[config.mk]
export PLATFORM = sky130hd
export DESIGN_NAME = imem_boot_loader
export DESIGN_NICKNAME = d
export VERILOG_FILES = /design/src/rtl/imem_boot_loader_pkg.sv /design/src/rtl/imem_boot_loader_byte_word_packer.sv /design/src/rtl/imem_boot_loader.sv
export SDC_FILE = /design/constraint.sdc
export NUM_CORES = 1
export LEC_CHECK = 0
export ABC_AREA = 1
export CORE_MARGIN = 1
export CORE_UTILIZATION = 35
export DETAILED_ROUTE_END_ITERATION = 7
export MAX_ROUTING_LAYER = met4
export PLACE_DENSITY = 0.55
export SYNTH_ARGS = -nofsm -noshare
export SYNTH_HDL_FRONTEND = slang
export SYNTH_SLANG_ARGS = --single-unit
[constraint.sdc]
create_clock -name i_clk -period 10.2 [get_ports i_clk]
set_input_delay 1.02 -clock i_clk [delete_from_list [all_inputs] [get_ports i_clk]]
set_output_delay 1.02 -clock i_clk [all_outputs]
set_load 0.005 [all_outputs]
[src/rtl/imem_boot_loader_pkg.sv]
// Shared types and constants for the serial instruction-memory boot loader.
package imem_boot_loader_pkg;

  typedef enum logic [2:0] {
    IDLE = 3'd0,
    LEN  = 3'd1,
    DATA = 3'd2,
    CSUM = 3'd3,
    DONE = 3'd4,
    ERR  = 3'd5
  } loader_state_t;

  typedef enum logic [1:0] {
    LDR_ERR_NONE    = 2'd0,
    LDR_ERR_LEN     = 2'd1,
    LDR_ERR_CSUM    = 2'd2,
    LDR_ERR_TIMEOUT = 2'd3
  } loader_err_t;

  // Bytes per 32-bit field, used for both the length header and data words.
  localparam int LDR_LEN_BYTES = 4;

endpackage

[src/rtl/imem_boot_loader_byte_word_packer.sv]
// Little-endian byte-to-word packer. The completed word is presented
// combinationally alongside the 4th push so the caller can act in that cycle.
module byte_word_packer
  import imem_boot_loader_pkg::*;
(
  input  logic        i_clk,
  input  logic        i_reset,
  input  logic        i_clr,
  input  logic        i_push,
  input  logic [7:0]  i_byte,
  output logic        o_word_valid,
  output logic [31:0] o_word
);

  logic [23:0] r_shift;
  logic [1:0]  r_cnt;

  // Shift bytes in from the top so byte 0 ends up in the low lane.
  always_ff @(posedge i_clk or posedge i_reset) begin
    if (i_reset) begin
      r_shift <= '0;
      r_cnt   <= '0;
    end else if (i_clr) begin
      r_shift <= '0;
      r_cnt   <= '0;
    end else if (i_push) begin
      r_shift <= {i_byte, r_shift[23:8]};
      r_cnt   <= r_cnt + 2'd1;
    end
  end

  assign o_word       = {i_byte, r_shift};
  assign o_word_valid = i_push & (r_cnt == 2'(LDR_LEN_BYTES - 1));

endmodule

[src/rtl/imem_boot_loader.sv]
// Serial instruction-memory boot loader: length header, LE data words,
// XOR checksum byte. Holds the core in reset until a verified load completes.
//
// state | meaning
// IDLE  | after reset, waiting for start; core held
// LEN   | collecting the 4-byte word count
// DATA  | collecting data words, one imem write per completed word
// CSUM  | waiting for the checksum byte
// DONE  | load verified, core released
// ERR   | load failed (err_code says why), core held
module imem_boot_loader
  import imem_boot_loader_pkg::*;
#(
  parameter int IMEM_DEPTH     = 1024,
  parameter int ADDR_W         = $clog2(IMEM_DEPTH),
  parameter int TIMEOUT_CYCLES = 4096
) (
  input  logic              i_clk,
  input  logic              i_reset,
  input  logic              i_start,
  input  logic              i_rx_valid,
  input  logic [7:0]        i_rx_data,
  output logic              o_rx_ready,
  output logic              o_imem_we,
  output logic [ADDR_W-1:0] o_imem_addr,
  output logic [31:0]       o_imem_wdata,
  output logic              o_core_hold,
  output logic              o_busy,
  output logic              o_done,
  output logic              o_err,
  output logic [1:0]        o_err_code,
  output logic [ADDR_W:0]   o_words_loaded
);

  localparam int              TMO_W    = $clog2(TIMEOUT_CYCLES + 1);
  // Reload value: expiry fires on the TIMEOUT_CYCLES-th consecutive idle cycle.
  localparam logic [TMO_W-1:0] TMO_LOAD = TMO_W'(TIMEOUT_CYCLES - 1);
  localparam logic [ADDR_W:0]  ONE_W    = (ADDR_W + 1)'(1);

  loader_state_t     r_state;
  loader_err_t       r_err_code;
  logic              r_rx_ready;
  logic              r_busy;
  logic              r_done;
  logic              r_err;
  logic              r_core_hold;
  logic              r_we;
  logic [ADDR_W-1:0] r_addr;
  logic [31:0]       r_wdata;
  logic [ADDR_W:0]   r_words_loaded;
  logic [ADDR_W:0]   r_len;
  logic [7:0]        r_csum;
  logic [TMO_W-1:0]  r_tmo;

  logic              w_xfer;
  logic              w_start_ok;
  logic              w_push;
  logic              w_word_valid;
  logic [31:0]       w_word;
  logic [ADDR_W:0]   w_next_count;

  assign w_xfer       = i_rx_valid & r_rx_ready;
  assign w_start_ok   = i_start & ((r_state == IDLE) | (r_state == DONE) | (r_state == ERR));
  assign w_push       = w_xfer & ((r_state == LEN) | (r_state == DATA));
  assign w_next_count = r_words_loaded + ONE_W;

  byte_word_packer u_packer (
    .i_clk        (i_clk),
    .i_reset      (i_reset),
    .i_clr        (w_start_ok),
    .i_push       (w_push),
    .i_byte       (i_rx_data),
    .o_word_valid (w_word_valid),
    .o_word       (w_word)
  );

  // Loader FSM with checksum, idle timeout and imem write port.
  always_ff @(posedge i_clk or posedge i_reset) begin
    if (i_reset) begin
      r_state        <= IDLE;
      r_err_code     <= LDR_ERR_NONE;
      r_rx_ready     <= 1'b0;
      r_busy         <= 1'b0;
      r_done         <= 1'b0;
      r_err          <= 1'b0;
      r_core_hold    <= 1'b1;
      r_we           <= 1'b0;
      r_addr         <= '0;
      r_wdata        <= '0;
      r_words_loaded <= '0;
      r_len          <= '0;
      r_csum         <= '0;
      r_tmo          <= '0;
    end else begin
      r_we <= 1'b0;
      case (r_state)
        LEN, DATA, CSUM: begin
          if (!w_xfer) begin
            if (r_tmo == '0) begin
              // Any partially packed word is simply abandoned in the packer.
              r_state    <= ERR;
              r_err      <= 1'b1;
              r_err_code <= LDR_ERR_TIMEOUT;
              r_rx_ready <= 1'b0;
              r_busy     <= 1'b0;
            end else begin
              r_tmo <= r_tmo - 1'b1;
            end
          end else begin
            r_tmo <= TMO_LOAD;
            case (r_state)
              LEN: begin
                if (w_word_valid) begin
                  if ((w_word == 32'd0) || (w_word > 32'(IMEM_DEPTH))) begin
                    r_state    <= ERR;
                    r_err      <= 1'b1;
                    r_err_code <= LDR_ERR_LEN;
                    r_rx_ready <= 1'b0;
                    r_busy     <= 1'b0;
                  end else begin
                    r_len   <= w_word[ADDR_W:0];
                    r_state <= DATA;
                  end
                end
              end
              DATA: begin
                r_csum <= r_csum ^ i_rx_data;
                if (w_word_valid) begin
                  r_we           <= 1'b1;
                  r_addr         <= r_words_loaded[ADDR_W-1:0];
                  r_wdata        <= w_word;
                  r_words_loaded <= w_next_count;
                  if (w_next_count == r_len) begin
                    r_state <= CSUM;
                  end
                end
              end
              default: begin
                r_rx_ready <= 1'b0;
                r_busy     <= 1'b0;
                if (i_rx_data == r_csum) begin
                  r_state     <= DONE;
                  r_done      <= 1'b1;
                  r_core_hold <= 1'b0;
                end else begin
                  r_state    <= ERR;
                  r_err      <= 1'b1;
                  r_err_code <= LDR_ERR_CSUM;
                end
              end
            endcase
          end
        end
        default: begin
          if (w_start_ok) begin
            r_state        <= LEN;
            r_rx_ready     <= 1'b1;
            r_busy         <= 1'b1;
            r_done         <= 1'b0;
            r_err          <= 1'b0;
            r_err_code     <= LDR_ERR_NONE;
            r_core_hold    <= 1'b1;
            r_words_loaded <= '0;
            r_csum         <= '0;
            r_tmo          <= TMO_LOAD;
          end
        end
      endcase
    end
  end

  assign o_rx_ready     = r_rx_ready;
  assign o_imem_we      = r_we;
  assign o_imem_addr    = r_addr;
  assign o_imem_wdata   = r_wdata;
  assign o_core_hold    = r_core_hold;
  assign o_busy         = r_busy;
  assign o_done         = r_done;
  assign o_err          = r_err;
  assign o_err_code     = r_err_code;
  assign o_words_loaded = r_words_loaded;

endmodule

### Word level (Yosys, flattened, before mapping)

Cells that the tools add are included.

* add/sub/neg operators: 3
* magnitude comparators: 1
* eq/ne operators: 21
* mux-type cells: 62
* bitwise operators: 9
* reduce and logical (&&, ||, !) cells: 17

Operators by type and width (number)
* 11-bit 2-to-1 mux: 5
* 13-bit 2-to-1 mux: 4
* 24-bit 2-to-1 mux: 2
* 32-bit by 11-bit > comparator with 1-bit output, second input constant: 1
* 32-bit logical NOT: 1
* 8-bit 2-to-1 mux: 4
* 1-bit 2-to-1 mux: 26
* 3-bit 2-to-1 mux: 8
* 2-bit 2-to-1 mux: 9
* 5-bit AND reduction: 3
* 13-bit logical NOT: 1
* 13-bit by 1-bit subtractor with 13-bit output, second input constant: 1
* 4-bit != test, second input constant: 3
* 4-bit AND reduction: 3
* 11-bit by 1-bit adder with 11-bit output, second input constant: 1
* 11-bit equality test: 1
* 3-bit != test, second input constant: 3
* 8-bit equality test: 1
* 2-bit != test, second input constant: 4
* 4-bit by 3-bit != test with 1-bit output, second input constant: 2
* 8-bit XOR: 1
* 3-bit by 2-bit equality test with 1-bit output, second input constant: 2
* 3-bit equality test, second input constant: 2
* 3-bit one-hot mux with 2 select lines: 1
* other kinds (17): 24

* flip-flop bits (word level): 121
* bits of input ports: 12

### Depth between registers and ports, before layout

* depth after elaboration: 8
* mapped depth: 15
* mapped depth without buffers: 15

### Modules after synthesis

Synthesis repeated with hierarchy kept, for this count alone.

* cells, all modules: 697
* area total of the unflattened synthesis: 5933.2 um^2

By module, submodules not included
* imem_boot_loader: instances 1, cells each 571, area an instance 4664.5 um^2, seq. area each 2378.5 um^2
* byte_word_packer: instances 1, cells each 126, area an instance 1268.7 um^2, seq. area each 650.6 um^2

### Worst setup path before layout

OpenSTA, ideal clock, no wires.

* kind: input to register
* from: in i_rx_data[1]
* to: reg r_len[8]
* setup time: 122 ps
* arrival time: 2059 ps
* required time: 10078 ps
* slack: 8019 ps
* stages on the path: 8
* cells stage by stage: nor4_1 > nand2_1 > nor2_1 > a21boi_1 > nand4_1 > buf_2 > nand2_1 > o21ai_1

* cells in the longest elaborated chain, start to end: 4
* elaborated cells on any way between the ends: 5
* those cells by class: order compare: 1; bitwise: 1; reduce/logical: 3

Ends and longest elaborated chain
* start: declaration: line imem_boot_loader.sv:22 `input logic [7:0] i_rx_data,`
* 32-bit by 11-bit > comparator with 1-bit output or 32-bit logical NOT (tied branches): line imem_boot_loader.sv:114 `if ((w_word == 32'd0) || (w_word > 32'(IMEM_DEPTH))) begin`
* 1-bit logical OR (*): line imem_boot_loader.sv:114
* 1-bit NOT (no line) (*)
* 5-bit AND reduction (no line) (*)
* end signal: assignment: line imem_boot_loader.sv:121 `r_len <= w_word[ADDR_W:0];`
* end: declaration: line imem_boot_loader.sv:51 `logic [ADDR_W:0] r_len;`

Every way passes the cells marked *; elsewhere a longest branch is shown, timed or not.
A chain may end at the register's enable or synchronous reset.

### Worst setup path after layout

* from: in i_rx_valid
* to: reg u_packer.r_shift[13]

* cells in the longest elaborated chain, start to end: 3

Ends and longest elaborated chain
* start: declaration: line imem_boot_loader.sv:21 `input logic i_rx_valid,`
* 1-bit AND: line imem_boot_loader.sv:62 `assign w_xfer = i_rx_valid & r_rx_ready;`
* 1-bit AND: line imem_boot_loader.sv:64 `assign w_push = w_xfer & ((r_state == LEN) | (r_state == DATA));`
* 2-bit nonzero test (no line)
* end signal: assignment: line imem_boot_loader_byte_word_packer.sv:27 `r_shift <= {i_byte, r_shift[23:8]};`
* end: declaration: line imem_boot_loader_byte_word_packer.sv:15 `logic [23:0] r_shift;`

Every way passes these cells.

==> flow_summary.yaml <==
cells_and_area:
  multi_input_comb_area_sq_mm: 0.00220
  regArea_sq_mm: 0.00303
  n_fill_cell: 1519
  fin_cells: 956
  num_antenna_cells: 0
  syn_to_final_growth_pct: 26.7
  drive_above_1_share_pct: 9.59
  final_cell_mix: "nand2_1, dfrtp_1, clkdlybuf4s50_1, inv_1, o21ai_0"
  layout_commonest_cell: "nand2_1"
  nNetsFinal: 742
global_routing:
  grt_pass1_wl_microns: 23500
  antenna_found_initial: 0
  grt_usage_pct: 19.2
  gr-total-overflow: 0
  grt_pass1_vias: 4612
  grt_max_degree: 77
critical_path:
  cp_cell_sequence: "clkdlybuf4s50_1, nand2_1, inv_2, nand2_1, nand2_1, o21ai_0"
  cpMaxStageDelayCell: "nand2_1"
  max_stage_delay_ps: 670
  r2r-start: "r_state[1]"
  cp-end-kind: "flop"
  crit_top_cell: "nand2_1"
  regToRegSetupSlack_ps: 7710
  arrival_ps: 3330
  r2r_end: "o_words_loaded[5]"
  worst-setup-path-type: "in2reg"
  cp_max_fo: 24
  worstPathRequired_ps: 10510
  rr_worst_depth: 6
  start_kind: "input port"
hold_path:
  hold_start: "o_core_hold"
  min_path_cells: 2
  holdPathEnd: "o_core_hold"
  hp-class: "reg2reg"
drt:
  vias_per_cell: 4.90
  routed_wl_microns: 14200
  post-route-drc-count: 0
  routedWlPerCell_microns: 14.8
  via_count: 4684
  first_pass_iters: 4
  drt-initial-drc-count: 315
  ant_nets: 0
clock_network:
  insertion_delay_ps: 410
  clockRootBuffer: "clkbuf_16"
  cts_tree: "done"
  post_cts_resized: 0
  htree_levels: 4
  clkSinkCount: 121
  holdBufCountCts: 0
  clock_path_buffers: 2
  numCtsBuffers: 17
  clkTransAtPathRegs_ps: 60
  cts_setup_buffers: 0
timing:
  relSlewSlack_pct: 18.5
  tightest_slew_ps: 1220
  fmax_ghz: 0.331
  post-route-period-util_pct: 29.6
  finalSetupViolations: 0
  finalClockSkew_ps: 5.51
  setup_tns_ps: 0
  hold_violations: 0
  rsz0062_at_grt: "false"
  drv_slew: 0
  layout_min_cycle_time_ps: 3020
pwr:
  power_switching_mw: 0.233
  pwr-share-seq_pct: 43.5
  p_comb_share_pct: 1.8
  p_leak_nw: 3.53
  internal_power_mw: 0.871
  clock_power_share_pct: 54.8
  ir_drop_uv: 98.2
  cellPowerDensity_mw_per_mm2: 155
  swShare_pct: 21.1
  power.total_mw: 1.10
die:
  initial_core_util_pct: 35.6
  pin_count: 73
  rows: 46
  die_x_microns: 129
  core_sq_mm: 0.0158
  die_y_microns: 129
  die_area_sq_mm: 0.0166
yosys:
  syn_area_sq_mm: 0.00564
  syn_avg_cell_area_sq_um: 8.62
  ys_seq_area_share_pct: 53.7
  yosysWarnings: 0
  synth_fp_nets: 669
  ys_seq_elements: 121
  synth.distinct_cells: 42
  synth_cells: 654
placed_design:
  routabilityCongestion: 0.813
  io_buffers: 72
  dp_cells: 924
  dpl.hpwl_microns: 9900
run:
  maxCapViolCount: 0
outcome:
  outcome: "finished clean"
-- critical path: cells and delay by family --
| kind | cells | cell delay, ps |
|---|---|---|
| buffers and inverters | 2 | 530 |
| AOI/OAI and AO/OA | 1 | 380 |
| and+or+nand+nor | 3 | 1390 |
-- worst max-delay path by stage --
| stage | from | end | slack, ps | cells past startpoint |
|---|---|---|---|---|
| after global placement | i_rx_data[5] | r_len[5] | 6850 | 8 |
| after floorplan | i_reset | o_busy | 5970 | 1 |
| after detailed placement | i_rx_data[5] | r_len[3] | 6800 | 7 |
| final | i_rx_valid | u_packer.r_shift[13] | 7180 | 6 |
| after global routing | i_rx_data[2] | r_len[8] | 6980 | 8 |
| after CTS | i_rx_data[5] | r_len[9] | 7210 | 7 |
-- synthesized netlist by cell type, drive strengths merged --
master,n,area [sq um]
and2,1,6.26
xnor2,4,35.0
o22ai,23,175
dfrtp,120,3000
nand3,50,263
and3,1,6.26
nand4,10,62.6
nor2,46,214
nor4,5,37.5
nand3b,4,30.0
o21ai,82,410
or2,2,12.5
a21o,1,7.51
buf,12,75.1
nand2,174,699
a31oi,1,6.26
ha,3,37.5
o21bai,2,15.0
xor2,6,52.6
inv,80,303
mux2,4,45.0
nor3,6,30.0
clkbuf,8,30.0
dfstp,1,26.3
a21oi,7,46.3
a21boi,1,7.51
-- state kept, by name (all words and copies together) (netlist names) --
name	count
o_busy	1
o_core_hold	1
o_done	1
o_err	1
o_err_code	2
o_imem_addr	10
o_imem_wdata	32
o_imem_we	1
o_words_loaded	11
r_csum	8
r_len	11
r_state	3
r_tmo	13
u_packer.r_cnt	2
u_packer.r_shift	24
-- per-layer routing --
layer | share of wire [%] | global-route usage, % | up-vias
li1 | - | - | 2294
met1 | 48 | 24.4 | 2248
met2 | 47 | 29.8 | 123
met3 | 3.8 | 4.74 | 19
met4 | 1.6 | 6.92 | 0
met5 | 0 | - | -
-- through the flow --
stage               hold WS (ps)  setup WS (ps)  utilization (%)  cell area, sq um
floorplan                    439           5970                -              5640
finish                       477           7180             45.1              7140
global placement             457           6850             41.3              6540
detailed placement           472           6800             41.3              6540
CTS                          479           7210             45.1              7140
global route                 505           6980             45.1              7140
-- power groups by stage --
| stage | clock [mW] | combinational, mW | sequential, mW |
|---|---|---|---|
| global placement | 0 | 0.0200 | 0.489 |
| floorplan | 0 | 0.00996 | 0.489 |
| global route | 0.640 | 0.0224 | 0.480 |
| finish | 0.605 | 0.0193 | 0.480 |
| CTS | 0.617 | 0.0204 | 0.480 |
| detailed placement | 0 | 0.0203 | 0.489 |
-- logic make-up (layout without fill, tap and decap cells) --
logic type	Yosys count	in the layout	synth area share (%)
compound gates	117	117	11.9
xor+xnor	10	10	1.55
fa+ha+maj	3	3	0.666
buf+inv	100	186	7.24
flops	121	121	53.7
mux	4	4	0.799
simple gates	299	299	24.2
-- cell type report --
cell class / instances / area share [%]
flip-flops and latches: 121 / 42.4
multi-input cells: 433 / 30.8
repair buffers: 74 / 10.3
clock buffers: 22 / 6.78
inverters: 80 / 4.27
well taps: 216 / 3.78
clock inverters: 10 / 1.65
No activity file was read; power rests on OpenSTA's default activity.
